[src/rtl/plc_input_stage_if.sv]
// Read port between the PLC input stage and the processor core.
// The core drives request/address; the input stage returns registered data and a one-cycle ack.
interface plc_input_stage_if;
    logic        rd_req_in;
    logic [1:0]  rd_addr_in;
    logic [15:0] rd_data_out;
    logic        rd_ack_out;

    modport master (output rd_req_in, output rd_addr_in, input rd_data_out, input rd_ack_out);
    modport slave  (input rd_req_in, input rd_addr_in, output rd_data_out, output rd_ack_out);
endinterface

[src/rtl/plc_input_stage.sv]
// PLC input stage: synchronises/debounces digital pins, latches rising edges,
// moving-average filters the analog word and serves a small registered read port.
module plc_input_stage #(
    parameter int DEBOUNCE_CYCLES = 4,
    parameter int AVG_SHIFT       = 2,
    parameter int NDIN            = 4
) (
    input  logic             clk_in,
    input  logic             rst_in,
    input  logic [NDIN-1:0]  din_in,
    input  logic [15:0]      ain_in,
    input  logic             sample_en_in,
    plc_input_stage_if.slave rd
);
    localparam int CW    = $clog2(DEBOUNCE_CYCLES);
    localparam int DEPTH = 1 << AVG_SHIFT;
    localparam int SW    = 16 + AVG_SHIFT;

    logic [NDIN-1:0]          sync1_r;
    logic [NDIN-1:0]          sync2_r;
    logic [NDIN-1:0]          stable_r;
    logic [NDIN-1:0]          edge_r;
    logic [NDIN-1:0][CW-1:0]  cnt_r;
    logic [DEPTH-1:0][15:0]   hist_r;
    logic [SW-1:0]            sum_r;
    logic [15:0]              raw_r;
    logic [15:0]              rd_data_r;
    logic                     rd_ack_r;

    logic [NDIN-1:0]          stable_nxt_s;
    logic [NDIN-1:0]          edge_nxt_s;
    logic [NDIN-1:0]          rise_s;
    logic [NDIN-1:0][CW-1:0]  cnt_nxt_s;
    logic [SW-1:0]            sum_nxt_s;
    logic [15:0]              rd_mux_s;

    // Debounce: any agreeing sample restarts the count; DEBOUNCE_CYCLES differing samples accept the new level
    always_comb begin
        stable_nxt_s = stable_r;
        cnt_nxt_s    = cnt_r;
        rise_s       = {NDIN{1'b0}};
        for (int i = 0; i < NDIN; i++) begin
            if (sync2_r[i] == stable_r[i]) begin
                cnt_nxt_s[i] = {CW{1'b0}};
            end else if (cnt_r[i] == CW'(DEBOUNCE_CYCLES - 1)) begin
                stable_nxt_s[i] = sync2_r[i];
                cnt_nxt_s[i]    = {CW{1'b0}};
                rise_s[i]       = sync2_r[i];
            end else begin
                cnt_nxt_s[i] = cnt_r[i] + CW'(1);
            end
        end
    end

    // Edge latches: a read of address 1 clears them, but a rise on the same edge wins
    always_comb begin
        if (rd.rd_req_in && (rd.rd_addr_in == 2'd1)) begin
            edge_nxt_s = rise_s;
        end else begin
            edge_nxt_s = edge_r | rise_s;
        end
    end

    // Running sum: the intermediate may wrap, the SW-bit result is always exact
    always_comb begin
        sum_nxt_s = sum_r + SW'(ain_in) - SW'(hist_r[DEPTH-1]);
    end

    // Register map, all fields zero-extended to 16 bits
    always_comb begin
        case (rd.rd_addr_in)
            2'd0:    rd_mux_s = 16'(stable_r);
            2'd1:    rd_mux_s = 16'(edge_r);
            2'd2:    rd_mux_s = 16'(sum_r >> AVG_SHIFT);
            2'd3:    rd_mux_s = raw_r;
            default: rd_mux_s = 16'h0000;
        endcase
    end

    // Digital path state: synchroniser, debounce counters, stable level and edge latches
    always_ff @(posedge clk_in or negedge rst_in) begin
        if (!rst_in) begin
            sync1_r  <= {NDIN{1'b0}};
            sync2_r  <= {NDIN{1'b0}};
            stable_r <= {NDIN{1'b0}};
            edge_r   <= {NDIN{1'b0}};
            cnt_r    <= '0;
        end else begin
            sync1_r  <= din_in;
            sync2_r  <= sync1_r;
            stable_r <= stable_nxt_s;
            edge_r   <= edge_nxt_s;
            cnt_r    <= cnt_nxt_s;
        end
    end

    // Analog path state: snapshot, sample history and running sum advance only on a strobe
    always_ff @(posedge clk_in or negedge rst_in) begin
        if (!rst_in) begin
            hist_r <= '0;
            sum_r  <= {SW{1'b0}};
            raw_r  <= 16'h0000;
        end else if (sample_en_in) begin
            hist_r[0] <= ain_in;
            for (int i = 1; i < DEPTH; i++) begin
                hist_r[i] <= hist_r[i-1];
            end
            sum_r <= sum_nxt_s;
            raw_r <= ain_in;
        end else begin
            hist_r <= hist_r;
            sum_r  <= sum_r;
            raw_r  <= raw_r;
        end
    end

    // Read port: data captured from pre-edge register values, ack pulses once per request
    always_ff @(posedge clk_in or negedge rst_in) begin
        if (!rst_in) begin
            rd_data_r <= 16'h0000;
            rd_ack_r  <= 1'b0;
        end else if (rd.rd_req_in) begin
            rd_data_r <= rd_mux_s;
            rd_ack_r  <= 1'b1;
        end else begin
            rd_data_r <= rd_data_r;
            rd_ack_r  <= 1'b0;
        end
    end

    assign rd.rd_data_out = rd_data_r;
    assign rd.rd_ack_out  = rd_ack_r;
endmodule

[src/flat_wrapper.sv]
// flat-port wrapper written by rule: the top's interface ports become plain ports
module plc_input_stage_flat 
#(
    parameter int DEBOUNCE_CYCLES = 4,
    parameter int AVG_SHIFT       = 2,
    parameter int NDIN            = 4
)
  (clk_in, rst_in, din_in, ain_in, sample_en_in, rd_rd_req_in, rd_rd_addr_in, rd_rd_data_out, rd_rd_ack_out);
  plc_input_stage_if rd_i ();
  input  logic clk_in;
  input  logic rst_in;
  input  logic [NDIN-1:0] din_in;
  input  logic [15:0] ain_in;
  input  logic sample_en_in;
  input wire logic [$bits(rd_i.rd_req_in)-1:0] rd_rd_req_in;
  input wire logic [$bits(rd_i.rd_addr_in)-1:0] rd_rd_addr_in;
  output wire logic [$bits(rd_i.rd_data_out)-1:0] rd_rd_data_out;
  output wire logic [$bits(rd_i.rd_ack_out)-1:0] rd_rd_ack_out;
  assign rd_i.rd_req_in = rd_rd_req_in;
  assign rd_i.rd_addr_in = rd_rd_addr_in;
  assign rd_rd_data_out = rd_i.rd_data_out;
  assign rd_rd_ack_out = rd_i.rd_ack_out;
  plc_input_stage #(.DEBOUNCE_CYCLES(DEBOUNCE_CYCLES), .AVG_SHIFT(AVG_SHIFT), .NDIN(NDIN)) u_core (.clk_in(clk_in), .rst_in(rst_in), .din_in(din_in), .ain_in(ain_in), .sample_en_in(sample_en_in), .rd(rd_i));
endmodule
[config.mk]
export PLATFORM = sky130hd
export DESIGN_NAME = plc_input_stage_flat
export DESIGN_NICKNAME = d
export VERILOG_FILES = /design/src/rtl/plc_input_stage_if.sv /design/src/rtl/plc_input_stage.sv /design/src/flat_wrapper.sv
export SDC_FILE = /design/constraint.sdc
export NUM_CORES = 1
export LEC_CHECK = 0
export CORE_MARGIN = 4
export CORE_UTILIZATION = 56
export DETAILED_ROUTE_END_ITERATION = 8
export HOLD_SLACK_MARGIN = 0.05
export MAX_ROUTING_LAYER = met4
export PLACE_DENSITY = 0.77
export SKIP_LAST_GASP = 1
export SLEW_MARGIN = 25
export SYNTH_ARGS = -nofsm -noshare
export SYNTH_HDL_FRONTEND = slang
export SYNTH_SLANG_ARGS = --single-unit
[constraint.sdc]
create_clock -name clk_in -period 6.3 [get_ports clk_in]
set_clock_uncertainty 0.15 [all_clocks]
set_input_delay 1.26 -clock clk_in [delete_from_list [all_inputs] [get_ports clk_in]]
set_output_delay 1.26 -clock clk_in [all_outputs]
set_load 0.01 [all_outputs]
Word level (Yosys, flattened, before mapping)
Cells that the tools add are included.
{ "op_classes": {"n_addsub": 6, "eq_ne": 11, "n_reduce_logical": 6, "mux": 19, "bitwise_logic": 5} }
{ "op_table": {"columns": ["op", "n"], "rows": [
  ["$pmux 16 s4", 1],
  ["$add 18x16->18", 1],
  ["$sub 18x16->18", 1],
  ["$mux 2", 8],
  ["$eq 2x2->1 const B", 6],
  ["$mux 1", 9],
  ["$add 2x1->2 const B", 4],
  ["$reduce_and 2->1", 4],
  ["$eq 1x1->1", 4],
  ["$mux 4", 1],
  ["$not 1->1", 4],
  ["$or 4x4->4", 1],
  ["$eq 2x1->1 const B", 1],
  ["$logic_not 2->1", 1],
  ["$logic_and 1x1->1", 1]
]} }
{ "word_totals": {"elab_cells": 65, "reg_bits": 123, "inputBits": 26, "output_inout_bits": 17} }

Longest topological paths before layout
Gate-level depths: netlist (run 1).
{ "logic_depth": {"depth_word": 5, "mapped_depth": 13, "mapped_depth_nobuf": 13} }

Worst setup path after synthesis (run 1)
OpenSTA, ideal clock, no wires.
{ "synth_timing": {"kind": "input to register", "startpoint": "input port ain_in[1]", "endpoint": "register u_core.sum_r[17]", "setup_slack_ns": 2.568, "stages": 11, "setup_ns": 0.122, "required_ns": 6.028, "arrival_time_ns": 3.460, "path_buffers": 0, "path_cell_list": "inv_1 fa_1 inv_1 ha_1 a21o_1 a21o_4 a211oi_4 o31a_1 nor2_1 a211o_1 xor2_1"} }
{ "synth_via": {"elab_chain_len": 2} }
{ "synth_rtl": {"columns": ["item", "line_no", "source"], "rows": [
  ["start: declaration", "flat_wrapper.sv:13", "input logic [15:0] ain_in;"],
  ["$add 18x16->18", "plc_input_stage.sv:66", "sum_nxt_s = sum_r + SW'(ain_in) - SW'(hist_r[DEPTH-1]);"],
  ["$sub 18x16->18", "plc_input_stage.sv:66", null],
  ["end signal: assignment", "plc_input_stage.sv:101", "sum_r <= {SW{1'b0}};"],
  ["end signal: assignment", "plc_input_stage.sv:108", "sum_r <= sum_nxt_s;"],
  ["end signal: assignment", "plc_input_stage.sv:112", "sum_r <= sum_r;"],
  ["end: declaration", "plc_input_stage.sv:25", "logic [SW-1:0] sum_r;"]
]} }
Every way passes these cells.
A chain may end at the register's enable or synchronous reset.

Final worst setup path (run 1)
{ "layout_timing": {"startpoint": "input port ain_in[1]", "endpoint": "register u_core.sum_r[16]"} }
Same word-level chain as after synthesis.

==> flow_metrics.py, run 1 <==
metrics = {
    "outcome": {
        "status": "finished clean",
    },
    "finish": {
        "layout-drive-gt1-share_pct": 20.1,
        "n_fill_cell": 754,
        "finalInstanceArea_sq_mm": 0.00720,
        "diodes": 0,
        "area_growth_pct": 19.4,
        "layout.cells.non_filler": 702,
        "final_net_count": 618,
    },
    "yosys": {
        "yosysWarnings": 0,
        "ys_ff_latch": 123,
        "netlist_top_cells_count": "dfrtp_1, inv_1, mux2_2, ha_1",
        "synth_nets": 573,
        "synth-edff-count": 0,
        "synth_cells": 509,
        "yosysSeqAreaShare_pct": 51.1,
        "synth.top_cell.area_share_pct": 51.1,
        "yosysTopAreaCell": "dfrtp_1",
        "synthTopCellsByArea": "dfrtp_1, mux2_2, fa_1, inv_1, ha_1",
        "synthArstFlopShare_pct": 100,
        "synth_area_sq_mm": 0.00603,
        "ys.flop_type": "dfrtp_1",
        "synth.most_common_cell": "dfrtp_1",
        "yosysUniqueCellTypes": 43,
        "avgSynthCellArea_sq_um": 11.8,
    },
    "worst_setup_path": {
        "worst-setup-path-type": "in2reg",
        "crit_fanout": 4,
        "critPathLaunchType": "primary input",
        "critPathRequiredTime_ps": 6550,
        "cp_common_cell": "fa_1",
        "end_kind": "flip-flop",
        "critPathMaxStageDelay_ps": 530,
        "cp_cell_sequence": "clkdlybuf4s50_1 > inv_1 > fa_1 > fa_1 > nand2b_1 > a21oi_2 > o211ai_2 > a21oi_1 > a31oi_1 > xnor2_1 > mux2_2",
        "slowest_stage": "fa_1",
        "worstPathArrival_ps": 4120,
    },
    "sta": {
        "setup_viol": 0,
        "fin_crit_sh_pct": 61.4,
        "drv_slew": 0,
        "rsz0062_at_grt": "false",
        "setup_tns_ps": 0,
        "fmax_mhz": 259,
        "tightestPinTransition_ps": 802,
        "maxSlewHeadroom_pct": 46.5,
        "hold_violations": 0,
        "period_needed_ps": 3870,
    },
    "pwr": {
        "ir_worst_vdd_mv": 0.245,
        "power.density_mw_per_mm2": 529,
        "leakage_nw": 3.38,
    },
    "placement": {
        "place_area_sq_mm": 0.00656,
        "portBuffers": 42,
        "dp_cells": 671,
        "hpwl_um": 7360,
        "gp_congestion": 0.798,
    },
    "die": {
        "die_h_um": 112,
        "io-pin-count": 43,
        "die-area_sq_mm": 0.0125,
        "core_sq_mm": 0.0104,
        "rows": 37,
        "die_w_um": 112,
        "start_util_pct": 57.9,
    },
    "grt": {
        "grt_pass1_vias": 4059,
        "antenna_found_initial": 0,
        "track_usage_pct": 20.2,
        "grt_max_degree": 98,
        "grt_pass1_wl_um": 19200,
        "grt.overflow.total": 0,
    },
    "route": {
        "vias_per_cell": 5.35,
        "wl_per_cell_um": 15.7,
        "vias": 3755,
        "drtPass1Iterations": 4,
        "drc_errors": 0,
        "ant_nets": 0,
        "drtIter0Drc": 164,
        "wl_um": 11000,
    },
    "clock_tree": {
        "cts_tree": "yes",
        "numCtsBuffers": 17,
        "ctsResizeCount": 0,
        "ctsHoldBuffers": 0,
        "root_buffer": "clkbuf_8",
        "clkSlewWorstSetupHoldPaths_ps": 50,
        "cts_buffer_depth": 2,
        "clock_latency_ps": 520,
        "cts_num_sinks": 123,
        "cts_setup_buffers": 0,
        "htreeDepth": 4,
    },
    "worst_hold_path": {
        "hold_class": "reg2reg",
    },
    "flow_run": {
        "max_cap_viol_count": 0,
    },
}
-- cells in the final DEF (no fill, tap or decap), types with 3 or more instances in the layout --
cell type and count:
nand3_1 4, o22ai_1 12, nand2b_1 5, mux2_2 70
nor3_1 7, xor2_1 5, fa_1 16, clkdlybuf4s50_1 39
mux2i_1 14, bufinv_16 5, nand2_1 21, mux4_2 4
inv_1 85, clkbuf_16 16, dfrtp_1 123, o21a_1 3
clkinv_2 3, o21ai_1 3, a21o_1 4, xnor2_1 11
a21oi_1 14, nand4_1 3, nor2_1 15, nor2b_1 6
clkbuf_8 5, o21ai_0 21, clkbuf_1 3, ha_1 22
-- critical path, delay by kind of cell --
family,cells,cell delay (ps)
buffers and inverters,2,540
AND/OR/NAND/NOR,1,210
multiplexers,1,250
adder cells (fa/ha/maj),2,990
AO/OA/AOI/OAI,4,730
XOR/XNOR,1,140
-- kinds of logic (layout without fill, tap and decap cells) --
kind of cell | after synthesis | after routing | synth area share, %
flip-flops | 123 | 123 | 51.1
buffers and inverters | 104 | 161 | 6.58
multiplexers | 88 | 88 | 16.9
AO/OA/AOI/OAI | 75 | 75 | 8.14
AND/OR/NAND/NOR | 65 | 65 | 5.11
adder cells (fa/ha/maj) | 38 | 38 | 9.88
XOR/XNOR | 16 | 16 | 2.33
-- area by class of cell --
| type | count | area [sq um] | area share, % |
|---|---|---|---|
| Clock buffer | 24 | 480 | 6.67 |
| Clock inverter | 7 | 160 | 2.22 |
| Inverter | 86 | 324 | 4.50 |
| Multi-Input combinational cell | 282 | 2550 | 35.5 |
| Sequential cell | 123 | 3080 | 42.8 |
| Tap cell | 136 | 170 | 2.36 |
| Timing Repair Buffer | 44 | 433 | 6.01 |
-- path summary, 6_finish.rpt --
path	slack (ps)	endpoint	start	cells after the start
min reg2reg	200	u_core.sync2_r[3]$_DFF_PN0_	u_core.sync1_r[3]$_DFF_PN0_	0
max reg2reg	3330	u_core.sum_r[16]$_DFFE_PN0P_	u_core.sum_r[1]$_DFFE_PN0P_	10
max in group asynchronous	4350	u_core.hist_r[10]$_DFFE_PN0P_	rst_in	2
max	2430	u_core.sum_r[16]$_DFFE_PN0P_	ain_in[1]	11
min	200	u_core.sync2_r[3]$_DFF_PN0_	u_core.sync1_r[3]$_DFF_PN0_	0
min in group asynchronous	610	u_core.sync1_r[3]$_DFF_PN0_	rst_in	1
-- where the power goes --
part | switching, mW | internal, mW
sequential | 0.135 | 1.01
clock | 0.323 | 0.721
combinational | 0.855 | 0.772
-- metal layers --
layer  vias up  track usage [%]  wire (um)
met5         -                -          0
li1       1787                -          -
met2        59             33.4       5720
met4         0             5.60        143
met3        14             7.50        412
met1      1895             23.1       4730
-- per-stage QoR --
| step | util (%) | hold slack [ps] | setup WS (ps) | total power, mW |
|---|---|---|---|---|
| 2_1_floorplan | - | 181 | 2570 | 2.40 |
| 3_3_place_gp | 62.9 | 185 | 1960 | 2.71 |
| 3_5_place_dp | 62.9 | 190 | 1890 | 2.79 |
| 4_1_cts | 69.1 | 198 | 2460 | 3.86 |
| 5_1_grt | 69.1 | 200 | 2260 | 4.14 |
| 6_report | 69.1 | 196 | 2430 | 3.81 |
-- sequential cells by signal, summed over array words and instances (netlist names) --
register,flops
u_core.edge_r,4
u_core.sum_r,18
u_core.stable_r,4
u_core.sync1_r,4
u_core.hist_r,64
u_core.rd.rd_ack_out,1
u_core.sync2_r,4
u_core.cnt_r,8
u_core.rd.rd_data_out,16
(Power assumes the default switching activity.)
==> inputs of run 2 (changes only) <==
CORE_UTILIZATION = 53   (was 56)
PLACE_DENSITY = 0.76   (was 0.77)
clock period = 3.4 ns   (was 6.3 ns; I/O delays follow)
==> flow_metrics.py, run 2 (same netlist as run 1, synthesis figures left out) <==
metrics = {
    "worst_setup_path": {
        "cp_common_cell": "inv_1",
        "worstPathArrival_ps": 3410,
        "crit_fanout": 3,
        "timing.rr.start": "u_core.sum_r[1]$_DFFE_PN0P_",
        "r2r_setup_slack_ps": 500,
        "worstReg2RegEnd": "u_core.sum_r[17]$_DFFE_PN0P_",
        "reg2reg_depth": 11,
        "critPathMaxStageDelay_ps": 530,
        "cp_cell_sequence": "clkdlybuf4s50_1 > inv_1 > fa_1 > inv_1 > ha_1 > a211oi_2 > clkinv_2 > a211oi_4 > o31a_1 > nor2_1 > a211o_1 > xor2_1",
        "slowest_stage": "fa_1",
        "end_kind": "flip-flop",
        "critPathRequiredTime_ps": 3550,
        "critPathLaunchType": "primary input",
        "worst-setup-path-type": "in2reg",
    },
    "sta": {
        "setup_viol": 0,
        "tightestPinTransition_ps": 775,
        "maxSlewHeadroom_pct": 48.4,
        "hold_violations": 0,
        "period_needed_ps": 3250,
        "fmax_mhz": 307,
        "drv_slew": 0,
        "whs_ps": 57.0,
        "setup_tns_ps": 0,
        "fin_crit_sh_pct": 95.7,
        "rsz0062_at_grt": "false",
        "timing.final.ws_setup_ps": 146,
    },
    "clock_tree": {
        "clkSlewWorstSetupHoldPaths_ps": 60,
        "cts_setup_buffers": 0,
        "clock_latency_ps": 420,
        "htreeDepth": 4,
        "numCtsBuffers": 17,
        "cts_buffer_depth": 2,
        "root_buffer": "clkbuf_16",
        "cts_tree": "yes",
        "cts_num_sinks": 123,
    },
    "die": {
        "io-pin-count": 43,
        "die-area_sq_mm": 0.0131,
        "die_h_um": 115,
        "rows": 38,
        "start_util_pct": 54.9,
        "die_w_um": 115,
        "core_sq_mm": 0.0110,
    },
    "pwr": {
        "ir_worst_vdd_mv": 0.516,
        "power.density_mw_per_mm2": 998,
        "leakage_nw": 3.51,
    },
    "finish": {
        "final_cell_mix": "dfrtp_1, inv_1, mux2_2, clkdlybuf4s50_1, buf_4",
        "layout_commonest_cell": "dfrtp_1",
        "final_net_count": 652,
        "area_growth_pct": 22.9,
        "largest_reg_flops": 64,
        "layout-drive-gt1-share_pct": 25.0,
        "diodes": 0,
        "regMostFlops": "u_core.hist_r",
    },
    "grt": {
        "track_usage_pct": 20.4,
        "grt.overflow.total": 0,
        "grt_pass1_wl_um": 20000,
        "antenna_found_initial": 0,
        "grt_max_degree": 95,
        "grt_pass1_vias": 4260,
    },
    "route": {
        "drtPass1Iterations": 4,
        "ant_nets": 0,
        "drc_errors": 0,
        "wl_um": 11400,
        "drtIter0Drc": 240,
        "vias": 3905,
        "wl_per_cell_um": 15.4,
        "vias_per_cell": 5.27,
    },
    "worst_hold_path": {
        "hold_class": "in2async",
    },
    "placement": {
        "place_worst_setup_slack_ps": -377,
        "hpwl_um": 7970,
        "gp_congestion": 0.839,
        "portBuffers": 42,
    },
    "outcome": {
        "status": "finished clean",
    },
    "flow_run": {
        "max_cap_viol_count": 0,
    },
}
[run 2: changes by cell type in the layout (fill, tap and decap cells not counted), moves of 2 or more]
cell | before | now
buf_4 | 2 | 36
clkbuf_8 | 5 | 3
clkinvlp_4 | 0 | 4
bufinv_16 | 5 | 1
clkinv_4 | 0 | 2
[run 2: worst max-delay path: cells and delay by family]
| kind | cells | cell delay [ps] |
|---|---|---|
| buf+inv | 4 | 710 |
| xor+xnor | 1 | 140 |
| fa+ha+maj | 2 | 840 |
| simple gates | 1 | 60 |
| compound gates | 4 | 980 |
[run 2: layout make-up]
| type | instances | area, sq um |
|---|---|---|
| fillers | 770 | 3580 |
| flip-flops and latches | 123 | 3080 |
| multi-input cells | 282 | 2560 |
| repair buffers | 78 | 704 |
| clock buffers | 22 | 474 |
| inverters | 86 | 324 |
| well taps | 140 | 175 |
| clock inverters | 10 | 92.6 |
[run 2: power breakdown]
part           total [mW]  switching [mW]  internal (mW)
Combinational        3.58            1.71           1.87
Clock                1.69           0.634           1.06
Sequential           2.12           0.254           1.86
[run 2: how the worst max path moves through the flow]
stage                    from                      endpoint  slack (ps)  cells past startpoint
floorplan           ain_in[1]  u_core.sum_r[17]$_DFFE_PN0P_         250                     11
global placement    ain_in[1]  u_core.sum_r[17]$_DFFE_PN0P_        -330                     12
detailed placement  ain_in[1]  u_core.sum_r[17]$_DFFE_PN0P_        -380                     12
CTS                 ain_in[1]  u_core.sum_r[17]$_DFFE_PN0P_          40                     12
global route        ain_in[6]  u_core.sum_r[10]$_DFFE_PN0P_          20                     12
finish              ain_in[6]  u_core.sum_r[17]$_DFFE_PN0P_         150                     12
[run 2: stage by stage]
step / instances / cell area, sq um / utilization, % / total power [mW]
after floorplan: 509 / 6030 / - / 4.44
after global placement: 709 / 6830 / 62.2 / 5.53
after detailed placement: 709 / 6830 / 62.2 / 5.70
after CTS: 741 / 7390 / 67.3 / 7.45
after global routing: 741 / 7400 / 67.4 / 8.02
final: 741 / 7400 / 67.4 / 7.39
[run 2: repair_timing]
item                                    4_1_cts  5_1_grt
gates resized for setup                       0        2
endpoints found under the setup margin        0        6
hold buffers                                  0        0
[run 2: per-layer routing]
layer / up-vias / track usage, % / part of all wire (%)
met5: - / - / 0
met4: 0 / 8.95 / 2.5
met3: 25 / 5.39 / 3.9
met2: 70 / 32.9 / 51
met1: 1950 / 24.0 / 43
li1: 1860 / - / -
==> inputs of run 3 (changes only) <==
SKIP_CTS_REPAIR_TIMING = 1   (was default)
==> results of run 3 <==
Same layout as run 2: the final DEF is identical, and so are final timing and power.
